File: config.mk
export PLATFORM = sky130hd
export DESIGN_NAME = xl_vc_shared_buffer
export DESIGN_NICKNAME = d
export VERILOG_FILES = /design/src/rtl/xl_vcbuf_pkg.sv /design/src/rtl/xl_free_list.sv /design/src/rtl/xl_vc_shared_buffer.sv
export SDC_FILE = /design/constraint.sdc
export NUM_CORES = 1
export LEC_CHECK = 0
export CORE_MARGIN = 3
export CORE_UTILIZATION = 29
export CTS_CLUSTER_DIAMETER = 150
export CTS_CLUSTER_SIZE = 20
export DETAILED_ROUTE_END_ITERATION = 10
export DONT_BUFFER_PORTS = 1
export MAX_ROUTING_LAYER = met4
export PLACE_DENSITY = 0.47
export SLEW_MARGIN = 20
export SYNTH_ARGS = -nofsm -noshare
export SYNTH_HDL_FRONTEND = slang
export SYNTH_HIERARCHICAL = 1
export SYNTH_SLANG_ARGS = --single-unit
File: constraint.sdc
create_clock -name clk -period 6.5 [get_ports clk]
set_input_delay 0.65 -clock clk [delete_from_list [all_inputs] [get_ports clk]]
set_output_delay 0.65 -clock clk [all_outputs]
set_load 0.02 [all_outputs]
File: src/rtl/xl_vcbuf_pkg.sv
// rtl/xl_vcbuf_pkg.sv - shared types, FSM encoding and sizing helper for the VC shared buffer
// Purpose: common typedefs sized for the default buffer geometry (4 VCs, 16 slots),
//          the INIT/WORK FSM encoding, the NULL pointer constant and the shared-pool
//          size calculation. No ports.
package xl_vcbuf_pkg;

  localparam int unsigned PKG_VCN   = 4;
  localparam int unsigned PKG_DEPTH = 16;
  localparam int unsigned VC_W      = $clog2(PKG_VCN);
  localparam int unsigned IDX_W     = $clog2(PKG_DEPTH);
  localparam int unsigned CNT_W     = $clog2(PKG_DEPTH + 1);

  typedef logic [VC_W-1:0]  vc_t;
  typedef logic [IDX_W-1:0] idx_t;
  typedef logic [CNT_W-1:0] cnt_t;

  // Slot pointer; valid=0 means "no slot" (end of list / empty VC).
  typedef struct packed {
    logic valid;
    idx_t idx;
  } ptr_t;

  typedef enum logic {
    INIT = 1'b0,
    WORK = 1'b1
  } state_e;

  localparam ptr_t NULL_PTR = '{valid: 1'b0, idx: '0};

  // Slots left over for the shared pool once every VC's reservation is taken out.
  function automatic int unsigned shared_slots(int unsigned depth, int unsigned vcn,
                                               int unsigned rsv);
    return depth - vcn * rsv;
  endfunction

endpackage

File: src/rtl/xl_free_list.sv
// rtl/xl_free_list.sv - circular FIFO of free slot indices
// Purpose: holds the indices of unused buffer slots. Push and pop may happen in the
//          same cycle; popping an empty list is never requested by the owner.
// Ports:
//   clk, rstn          clock, async active-low reset
//   push, push_idx     return a slot index to the list
//   pop                consume the index presented on pop_idx
//   pop_idx            oldest free index (valid while empty_n=1)
//   empty_n            list holds at least one index
module xl_free_list
  import xl_vcbuf_pkg::*;
#(
  parameter int unsigned DEPTH = PKG_DEPTH
) (
  input  logic clk,
  input  logic rstn,
  input  logic push,
  input  idx_t push_idx,
  input  logic pop,
  output idx_t pop_idx,
  output logic empty_n
);

  idx_t slot_q [DEPTH];
  idx_t rd_q;
  idx_t wr_q;
  cnt_t count_q;

  assign pop_idx = slot_q[rd_q];
  assign empty_n = (count_q != '0);

  // DEPTH is a power of two, so pointer wrap is the natural overflow of idx_t.
  always_ff @(posedge clk or negedge rstn) begin
    if (!rstn) begin
      rd_q    <= '0;
      wr_q    <= '0;
      count_q <= '0;
    end else begin
      if (push) wr_q <= wr_q + idx_t'(1);
      if (pop)  rd_q <= rd_q + idx_t'(1);
      case ({push, pop})
        2'b10:   count_q <= count_q + cnt_t'(1);
        2'b01:   count_q <= count_q - cnt_t'(1);
        default: count_q <= count_q;
      endcase
    end
  end

  always_ff @(posedge clk) begin
    if (push) slot_q[wr_q] <= push_idx;
  end

endmodule

File: src/rtl/xl_vc_shared_buffer.sv
// rtl/xl_vc_shared_buffer.sv - shared-memory linked-list multi-VC FIFO buffer
// Purpose: one slot array shared by VCN virtual channels, each VC a linked list of
//          slots. Each VC is guaranteed RSV slots; the rest form a shared pool.
//          Read data is first-word-fall-through for r_vc.
// Optional feature macro: XLVCB_HWM_EN adds per-VC high-water marks (hwm, hwm_clr).
// Ports:
//   clk, rstn        clock, async active-low reset
//   we, w_vc, d      write strobe, target VC, data
//   wr_rdy           per-VC write admission
//   re, r_vc         pop strobe, VC to read
//   q                head data of r_vc (0 when r_vc is empty)
//   empty_n          per-VC non-empty
//   cnt              per-VC occupancy, packed, VC0 at LSB
//   wr_drop          registered pulse after a write to a non-ready VC
//   hwm_clr, hwm     (XLVCB_HWM_EN) clear strobe and per-VC peak occupancy
module xl_vc_shared_buffer
  import xl_vcbuf_pkg::*;
#(
  parameter int unsigned VCN   = PKG_VCN,
  parameter int unsigned D     = 32,
  parameter int unsigned DEPTH = PKG_DEPTH,
  parameter int unsigned RSV   = 2
) (
  input  logic                 clk,
  input  logic                 rstn,
  input  logic                 we,
  input  vc_t                  w_vc,
  input  logic [D-1:0]         d,
  output logic [VCN-1:0]       wr_rdy,
  input  logic                 re,
  input  vc_t                  r_vc,
  output logic [D-1:0]         q,
  output logic [VCN-1:0]       empty_n,
  output logic [VCN*CNT_W-1:0] cnt,
  output logic                 wr_drop
`ifdef XLVCB_HWM_EN
  ,
  input  logic                 hwm_clr,
  output logic [VCN*CNT_W-1:0] hwm
`endif
);

  if (VCN * RSV >= DEPTH) begin : g_rsv_check
    $fatal(1, "xl_vc_shared_buffer: VCN*RSV must be less than DEPTH");
  end
  if (VCN != PKG_VCN || DEPTH != PKG_DEPTH) begin : g_pkg_check
    $fatal(1, "xl_vc_shared_buffer: VCN/DEPTH must match xl_vcbuf_pkg sizing");
  end

  localparam cnt_t SHARED   = cnt_t'(shared_slots(DEPTH, VCN, RSV));
  localparam cnt_t RSV_C    = cnt_t'(RSV);
  localparam cnt_t ONE      = cnt_t'(1);
  localparam idx_t LAST_IDX = idx_t'(DEPTH - 1);

  state_e       state_q;
  idx_t         init_idx_q;
  logic [D-1:0] mem_data_q [DEPTH];
  ptr_t         mem_next_q [DEPTH];
  ptr_t         head_q [VCN];
  ptr_t         tail_q [VCN];
  cnt_t         cnt_q  [VCN];
  cnt_t         cnt_d  [VCN];
  cnt_t         shared_used_q;
  cnt_t         shared_used_d;
  logic         wr_drop_q;

  logic fl_push;
  logic fl_pop;
  logic fl_empty_n;
  idx_t fl_push_idx;
  idx_t fl_pop_idx;

  logic work;
  logic wr_ok;
  logic rd_ok;
  logic same_vc;
  ptr_t new_ptr;

  assign work    = (state_q == WORK);
  assign wr_ok   = we & wr_rdy[w_vc];
  assign rd_ok   = work & re & empty_n[r_vc];
  assign same_vc = (w_vc == r_vc);
  assign new_ptr = '{valid: 1'b1, idx: fl_pop_idx};
  assign wr_drop = wr_drop_q;
  assign q       = head_q[r_vc].valid ? mem_data_q[head_q[r_vc].idx] : '0;

  always_comb begin
    for (int v = 0; v < VCN; v++) begin
      wr_rdy[v]             = work & fl_empty_n & ((cnt_q[v] < RSV_C) | (shared_used_q < SHARED));
      empty_n[v]            = (cnt_q[v] != '0);
      cnt[v*CNT_W +: CNT_W] = cnt_q[v];
      cnt_d[v]              = cnt_q[v] + cnt_t'(wr_ok && (w_vc == vc_t'(v)))
                                       - cnt_t'(rd_ok && (r_vc == vc_t'(v)));
    end
  end

  // Only occupancy above a VC's reservation draws on the shared pool. A same-VC
  // write+read leaves that VC's count unchanged, so the pool is untouched.
  always_comb begin
    shared_used_d = shared_used_q;
    if (!(wr_ok && rd_ok && same_vc)) begin
      if (wr_ok && (cnt_q[w_vc] >= RSV_C)) shared_used_d = shared_used_d + ONE;
      if (rd_ok && (cnt_q[r_vc] > RSV_C))  shared_used_d = shared_used_d - ONE;
    end
  end

  // During INIT the free list is seeded with every slot index, one per cycle.
  assign fl_push     = !work | rd_ok;
  assign fl_push_idx = work ? head_q[r_vc].idx : init_idx_q;
  assign fl_pop      = wr_ok;

  xl_free_list #(.DEPTH(DEPTH)) u_free_list (
    .clk      (clk),
    .rstn     (rstn),
    .push     (fl_push),
    .push_idx (fl_push_idx),
    .pop      (fl_pop),
    .pop_idx  (fl_pop_idx),
    .empty_n  (fl_empty_n)
  );

  always_ff @(posedge clk or negedge rstn) begin
    if (!rstn) begin
      state_q       <= INIT;
      init_idx_q    <= '0;
      shared_used_q <= '0;
      wr_drop_q     <= 1'b0;
      for (int v = 0; v < VCN; v++) begin
        head_q[v] <= NULL_PTR;
        tail_q[v] <= NULL_PTR;
        cnt_q[v]  <= '0;
      end
    end else begin
      wr_drop_q     <= work & we & ~wr_rdy[w_vc];
      shared_used_q <= shared_used_d;
      for (int v = 0; v < VCN; v++) cnt_q[v] <= cnt_d[v];
      if (state_q == INIT) begin
        init_idx_q <= init_idx_q + idx_t'(1);
        if (init_idx_q == LAST_IDX) state_q <= WORK;
      end
      if (rd_ok) begin
        head_q[r_vc] <= mem_next_q[head_q[r_vc].idx];
        if (cnt_q[r_vc] == ONE) tail_q[r_vc] <= NULL_PTR;
      end
      // Write updates come last so they win over a same-VC read of a single entry.
      if (wr_ok) begin
        tail_q[w_vc] <= new_ptr;
        if (cnt_q[w_vc] == '0 || (rd_ok && same_vc && cnt_q[w_vc] == ONE))
          head_q[w_vc] <= new_ptr;
      end
    end
  end

  // Slot storage is not reset: a slot is only read after being written.
  always_ff @(posedge clk) begin
    if (wr_ok) begin
      mem_data_q[fl_pop_idx] <= d;
      mem_next_q[fl_pop_idx] <= NULL_PTR;
      if (tail_q[w_vc].valid) mem_next_q[tail_q[w_vc].idx] <= new_ptr;
    end
  end

`ifdef XLVCB_HWM_EN
  cnt_t hwm_q [VCN];

  always_ff @(posedge clk or negedge rstn) begin
    if (!rstn) begin
      for (int v = 0; v < VCN; v++) hwm_q[v] <= '0;
    end else begin
      for (int v = 0; v < VCN; v++) begin
        if (hwm_clr)                  hwm_q[v] <= '0;
        else if (cnt_d[v] > hwm_q[v]) hwm_q[v] <= cnt_d[v];
      end
    end
  end

  always_comb begin
    for (int v = 0; v < VCN; v++) hwm[v*CNT_W +: CNT_W] = hwm_q[v];
  end
`endif

endmodule

# Word-level counts from Yosys, hierarchy flattened
# Memories as Yosys holds them, arrays and structs flattened.
# Index checks and enable logic that the tools add are counted.
# op_classes
add_sub_neg	15
mul	0
div	0
magnitude_cmp	13
n_eq_ne	12
shift	0
mux	44
n_bitwise	20
reduce_logical	27
# op_table
cell	n
$mux 20	6
$mux 5	13
$bwmux 20	3
$bmux 5 s2	4
$mux 32	1
$reduce_bool 5->1	5
$add 5x1->5	4
$and 20x20->20	1
$demux 5 s2	2
$lt 5x2->1 const B	4
$not 20->20	1
$sub 5x1->5	4
$logic_and 1x1->1	16
$add 4x1->4 const B	3
$mux 1	11
$add 5x1->5 const B	2
$and 1x1->1	10
$eq 2x2->1 const B	5
$eq 5x1->1 const B	2
$pmux 5 s2	1
$sub 5x1->5 const B	2
$eq 2x1->1 const B	3
$ge 3x3->1 const B	2
$lt 2x3->1 const B	2
16 further kinds	24
# totals
ff_bits	84
latchBits	0
ramBits	656
rom_bits	0
out_inout_bits	61
elab_cells	161
memories	3
# memory_table
name	depth	word_bits	read_ports	rd_ports_with_merged_regs	wr	line_no	rtl
mem_data_q	16	32	1	0	1	xl_vc_shared_buffer.sv:57	logic [D-1:0] mem_data_q [DEPTH];
mem_next_q	16	5	1	0	2	xl_vc_shared_buffer.sv:58	ptr_t mem_next_q [DEPTH];
u_free_list.slot_q	16	4	1	0	1	xl_free_list.sv:24	idx_t slot_q [DEPTH];

# Logic depth before layout (Yosys ltp)
# depth
depth_word	11
mapped_depth	19
depth_no_buf	17

# Modules after synthesis
# Netlist, hierarchy kept.
# modules_own_cells
mod	n_inst	cells_each	area_per_inst_um2	seq_area_each_um2
xl_vc_shared_buffer	1	1609	27729.1	19393.6
xl_free_list	1	194	3357.0	2247.2

# Worst setup path after synthesis
# Ideal clock, no wire load.
# synth_timing
kind	register -> register
startpoint	reg u_free_list.rd_q[0]
endpoint	mem mem_next_q[0][0] in the netlist's numbering, enable pin
arrival_ns	4.523
t_required_ns	6.186
slack_ns	1.663
stages_incl_launch_ff	10
synth_period_minus_slack_ns	4.837
cell_sequence	dfrtp_1 buf_6 buf_12 mux4_1 a22oi_1 nand2_1 clkbuf_1 or3_1 nor3_1 nand2b_1
# synth_rtl
item	line_no	rtl
start, declared	xl_free_list.sv:25	idx_t rd_q;
start signal, assigned	xl_free_list.sv:40	if (pop) rd_q <= rd_q + idx_t'(1);
end, declared	xl_vc_shared_buffer.sv:58	

# Worst setup path after layout
# layout_timing
startpoint	reg head_q[6] in the netlist's numbering
endpoint	out q[28]
# layout_via
elab_chain_len	5
# layout_lines
item	line_no	rtl
start, declared	xl_vc_shared_buffer.sv:59	ptr_t head_q [VCN];
start signal, assigned by index	xl_vc_shared_buffer.sv:142	head_q[r_vc] <= mem_next_q[head_q[r_vc].idx];
start signal, assigned by index	xl_vc_shared_buffer.sv:149	head_q[w_vc] <= new_ptr;
$bmux 5 s2	xl_vc_shared_buffer.sv:85	assign q = head_q[r_vc].valid ? mem_data_q[head_q[r_vc].idx] : '0;
$mux 5 (implied by the code) (2 in series)	xl_vc_shared_buffer.sv:85	
$mem_v2 16x32	-	
$mux 32	xl_vc_shared_buffer.sv:85	
end, declared	xl_vc_shared_buffer.sv:32	output logic [D-1:0] q,
# Every way passes these cells. The select of a mux whose other input is x is not followed.

==> run summary <==
The run finished with clean final reports. Buffers added to address setup during post-CTS repair amount to 0. In this run, post-CTS repair resized a total of 0 instances.

The detail route stage leaves a number of antenna-violating nets equal to 0. The yosys synthesis warning count was 6; the cell count of the worst hold path was 0. The tree is rooted in a clkbuf_16. CTS built an H-tree with a depth of 2.

Data on the critical path arrives at its endpoint at 4.08 ns. The number of antenna cells inserted was 0; the worst supply voltage drop on vdd was 0.215 mV. The class of the most critical setup path was flip-flop to primary output. For this run, the leading register cell type out of synthesis is edfxtp_1. TritonCTS built the clock tree.

The tools report the overall track demand over capacity in global routing as 0.140. STA puts the critical path data required time at 5.85 ns. The signal on the critical path passes through mux4_4 -> buf_4 -> mux4_2 -> nor2b_1 -> a211oi_1 -> a211oi_1 -> buf_4. The share of synthesized area spent on multiplexers was 0.147. The post-synthesis xor/xnor area fraction was 0.00958. The synthesized design spends more area on one cell type than any other, namely edfxtp_1.

After the first detailed-routing iteration, the DRC count stood at 1,133. The final number of max-transition violations is 0. Setup repair after global routing left no endpoint under its margin. The endpoint of the worst hold-timing path was mem_data_q[2][20]. Across all layers, the routed design uses 15,900 vias.

The area fraction in compound gates after synthesis came out at 0.0446. The first global-routing pass estimated 114 mm of wire. Proportion of layout cells with a drive suffix above 1: 0.166.

The proportion of synthesized chip area in sequential cells came out at 0.696. The number of stages on the worst setup path is 7. The floorplan step set the die width to 333 um. The area share of fa/ha/maj cells after synthesis is 0.0207, and the mean cell area of the mapped netlist is 17.2 sq um. The number of synthesized flops with an enable pin came out at 640.

Setup violations remaining at the end of the flow were counted as 0. The tools report the via count of the first global-routing pass as 16,700. For the normalized max-slew margin, the log shows 0.300. The worst register-to-register path begins at u_free_list/rd_q[0]. After detailed routing, the number of remaining DRC violations is 0. The biggest cell delay along the critical path works out to 0.97 ns. The worst path needs 4.73 ns of the cycle, external delays included. The min-delay analysis places its worst path in the category primary input to flip-flop. Power spread over the standard cell area amounts to 435 nW/um^2.

Hold violation total from the final report: 0. The starting density of the core came out at 0.294. The worst setup path is captured at a primary output. In this run the worst path has a maximum fanout of 39. The clock drives 740 sinks. The worst hold path startpoint was d[20]. The fraction of registers with async set/reset is 0.114, and the internal reg-to-reg setup slack is 2.09 ns. The first detailed-routing pass ran for 5 iterations. The post-detailed-routing wire length came out at 76.2 mm.

The tool flagged a number of max-cap violations equal to 0. Clock-pin slew of the registers on the worst-case setup and hold paths: 0.10 ns. Clock latency on the worst-skew pair, taken at its later pin, is 0.62 ns. The area added between synthesis and finish works out to 9.46%.

The number of buffers inserted during clock tree synthesis came out at 42. Measured in cells, the most critical reg-to-reg path has a length of 7. The die covers 111,000 sq um. Measured along the y axis, the die boundary spans 333 um. Design area: 34,000 sq um. The run gives 1,803 as the cell count after synthesis. Summing all placed instances gives a cell area of 32,800 sq um. The number of synthesized register bits came out at 740.

The tools report the placer congestion estimate as 0.801. Timing would allow up to 212 MHz. The I/O pin count was 101; the number of antenna violations at the first check in global routing was 0. On the final layout, the worst clock skew is 0.0668 ns. In this run the tool buffered the top-level ports with 0 buffer cells. The total nets after synthesis came out at 1,892. Area share of the largest cell type after synthesis: 0.618. The total global routing overflow was 0; the static leakage was 11.0 nW. Leaving out fill and tap cells, the most frequent cell in the layout is edfxtp_1.

Synthesis instantiated 64 different standard cells from the library. The run gives 0.321 as the utilization after layout. The worst setup path is launched from a flip-flop. Largest delay contributor family on the critical path: multiplexers. The largest individual stage delay along the critical path comes from the cell mux4_4. The average vias per placed instance was 4.95; the simple-gate share of the synthesized area was 0.0589.

The post-synthesis cell area is 31,100 sq um, and the transition at the pin with the smallest max-transition slack is 1.04 ns. In the final design database the tool counted 1,889 nets. The endpoint identified for the worst register-to-register timing path is mem_data_q[11][17]. Yosys attributes the largest share of cell area to edfxtp_1, mux4_2, dfrtp_1, ha_1, a211oi_1. The overall power after layout came out at 14.8 mW. The per-cell routed wire length was 23.8 um. The floorplan has 119 rows. The final-layout setup total negative slack came out at 0 ns. After synthesis, the largest family of logic cells by area is multiplexers. The count of buffer and inverter cells on the critical path was 2. The library cells used most frequently in the layout, excluding fill and tap cells, are edfxtp_1, mux4_2, nand2_1. The detailed placer's ending HPWL was 47.2 mm; the area of the core was 106,000 sq um. The deepest clock path buffer count came out at 3. The final clock period utilization by the worst path came out at 0.727.

Entering global routing, the biggest net connects 85 pins. The cts-stage hold buffer count came out at 2.
-- per-layer routing --
metal / GRT usage / part of all wire
met4: 0.0286 / 0.017
met3: 0.0286 / 0.056
met1: 0.183 / 0.44
met5: - / 0
met2: 0.227 / 0.49
-- cell usage after synthesis, drive strengths merged, types with 2 or more instances --
master  instances
and3            9
nand2         130
edfxtp        640
clkbuf         49
mux2i          42
fa              4
and2           11
a22oi           8
mux4          176
nor4            4
nand3          16
xor2           16
ha             45
nand4b          2
a41oi           2
mux2           12
inv            60
o211ai         17
nor3b           6
buf            46
nand3b          3
nand2b         11
nand4           8
nor3           15
a21oi          16
a211oi         67
or4b            4
a31oi           2
or2             7
dfxtp          16
o21ai          59
dfrtp          84
xnor2          18
a31o            2
a22o            4
o21a           16
or3             4
nor2b          40
nor2          116
-- cell type report --
cell class / count / area, sq um
inverter: 60 / 225
clock inverter: 3 / 66.3
fill: 10100 / 71800
tap: 1391 / 1740
clock buffer: 55 / 1100
timing repair buffer: 48 / 420
multi-input combinational: 908 / 8830
sequential: 740 / 21600
-- how the worst max path moves through the flow --
stage | end | start
6_report | q[28] | head_q[6]
5_1_grt | q[28] | head_q[6]
4_1_cts | q[28] | head_q[1]
3_5_place_dp | mem_data_q[3][8] | u_free_list/rd_q[0]
3_3_place_gp | mem_data_q[1][10] | u_free_list/rd_q[0]
2_1_floorplan | mem_next_q[0][0] | u_free_list/rd_q[0]
-- metrics by stage --
stage | setup WS, ns | instances | hold WS (ns)
floorplan | 1.66 | 1803 | 0.354
global placement | 2.09 | 3145 | 0.363
detailed placement | 1.99 | 3145 | 0.363
CTS | 1.71 | 3205 | 0.0621
global route | 1.63 | 3205 | 0.0669
finish | 1.77 | 3205 | 0.119
-- logic make-up (layout without fill, tap and decap cells) --
group                      after synthesis  after routing
AOI/OAI and AO/OA                      205            205
xor gates and xnor gates                34             34
and+or+nand+nor                        390            390
DFF                                    740            740
adders and majority gates               49             49
buffers and inverters                  155            166
muxes                                  230            230
-- worst reg2reg max path, cell delays in order (launching register included) --
cell     delay [ns]
dfrtp_1        0.95
mux4_1         0.67
a22oi_1        0.27
nand2_1        0.57
nor2_1         0.43
nand3_1        0.18
inv_2          0.72
buf_4          0.33
-- report_power, final --
group          switching, mW  total, mW  internal [mW]
Sequential             0.504       6.54           6.04
Clock                   1.54       2.75           1.20
Combinational           3.32       5.51           2.19
Total                   5.36       14.8           9.43
-- registers in the layout (all words and copies together) (netlist names) --
| register | cells |
|---|---|
| shared_used_q | 5 |
| state_q | 1 |
| mem_next_q | 80 |
| tail_q | 20 |
| cnt | 20 |
| u_free_list/count_q | 5 |
| u_free_list/slot_q | 64 |
| init_idx_q | 4 |
| mem_data_q | 512 |
| u_free_list/wr_q | 4 |
| wr_drop | 1 |
| head_q | 20 |
| u_free_list/rd_q | 4 |
Power figures use the tool's default switching activity.
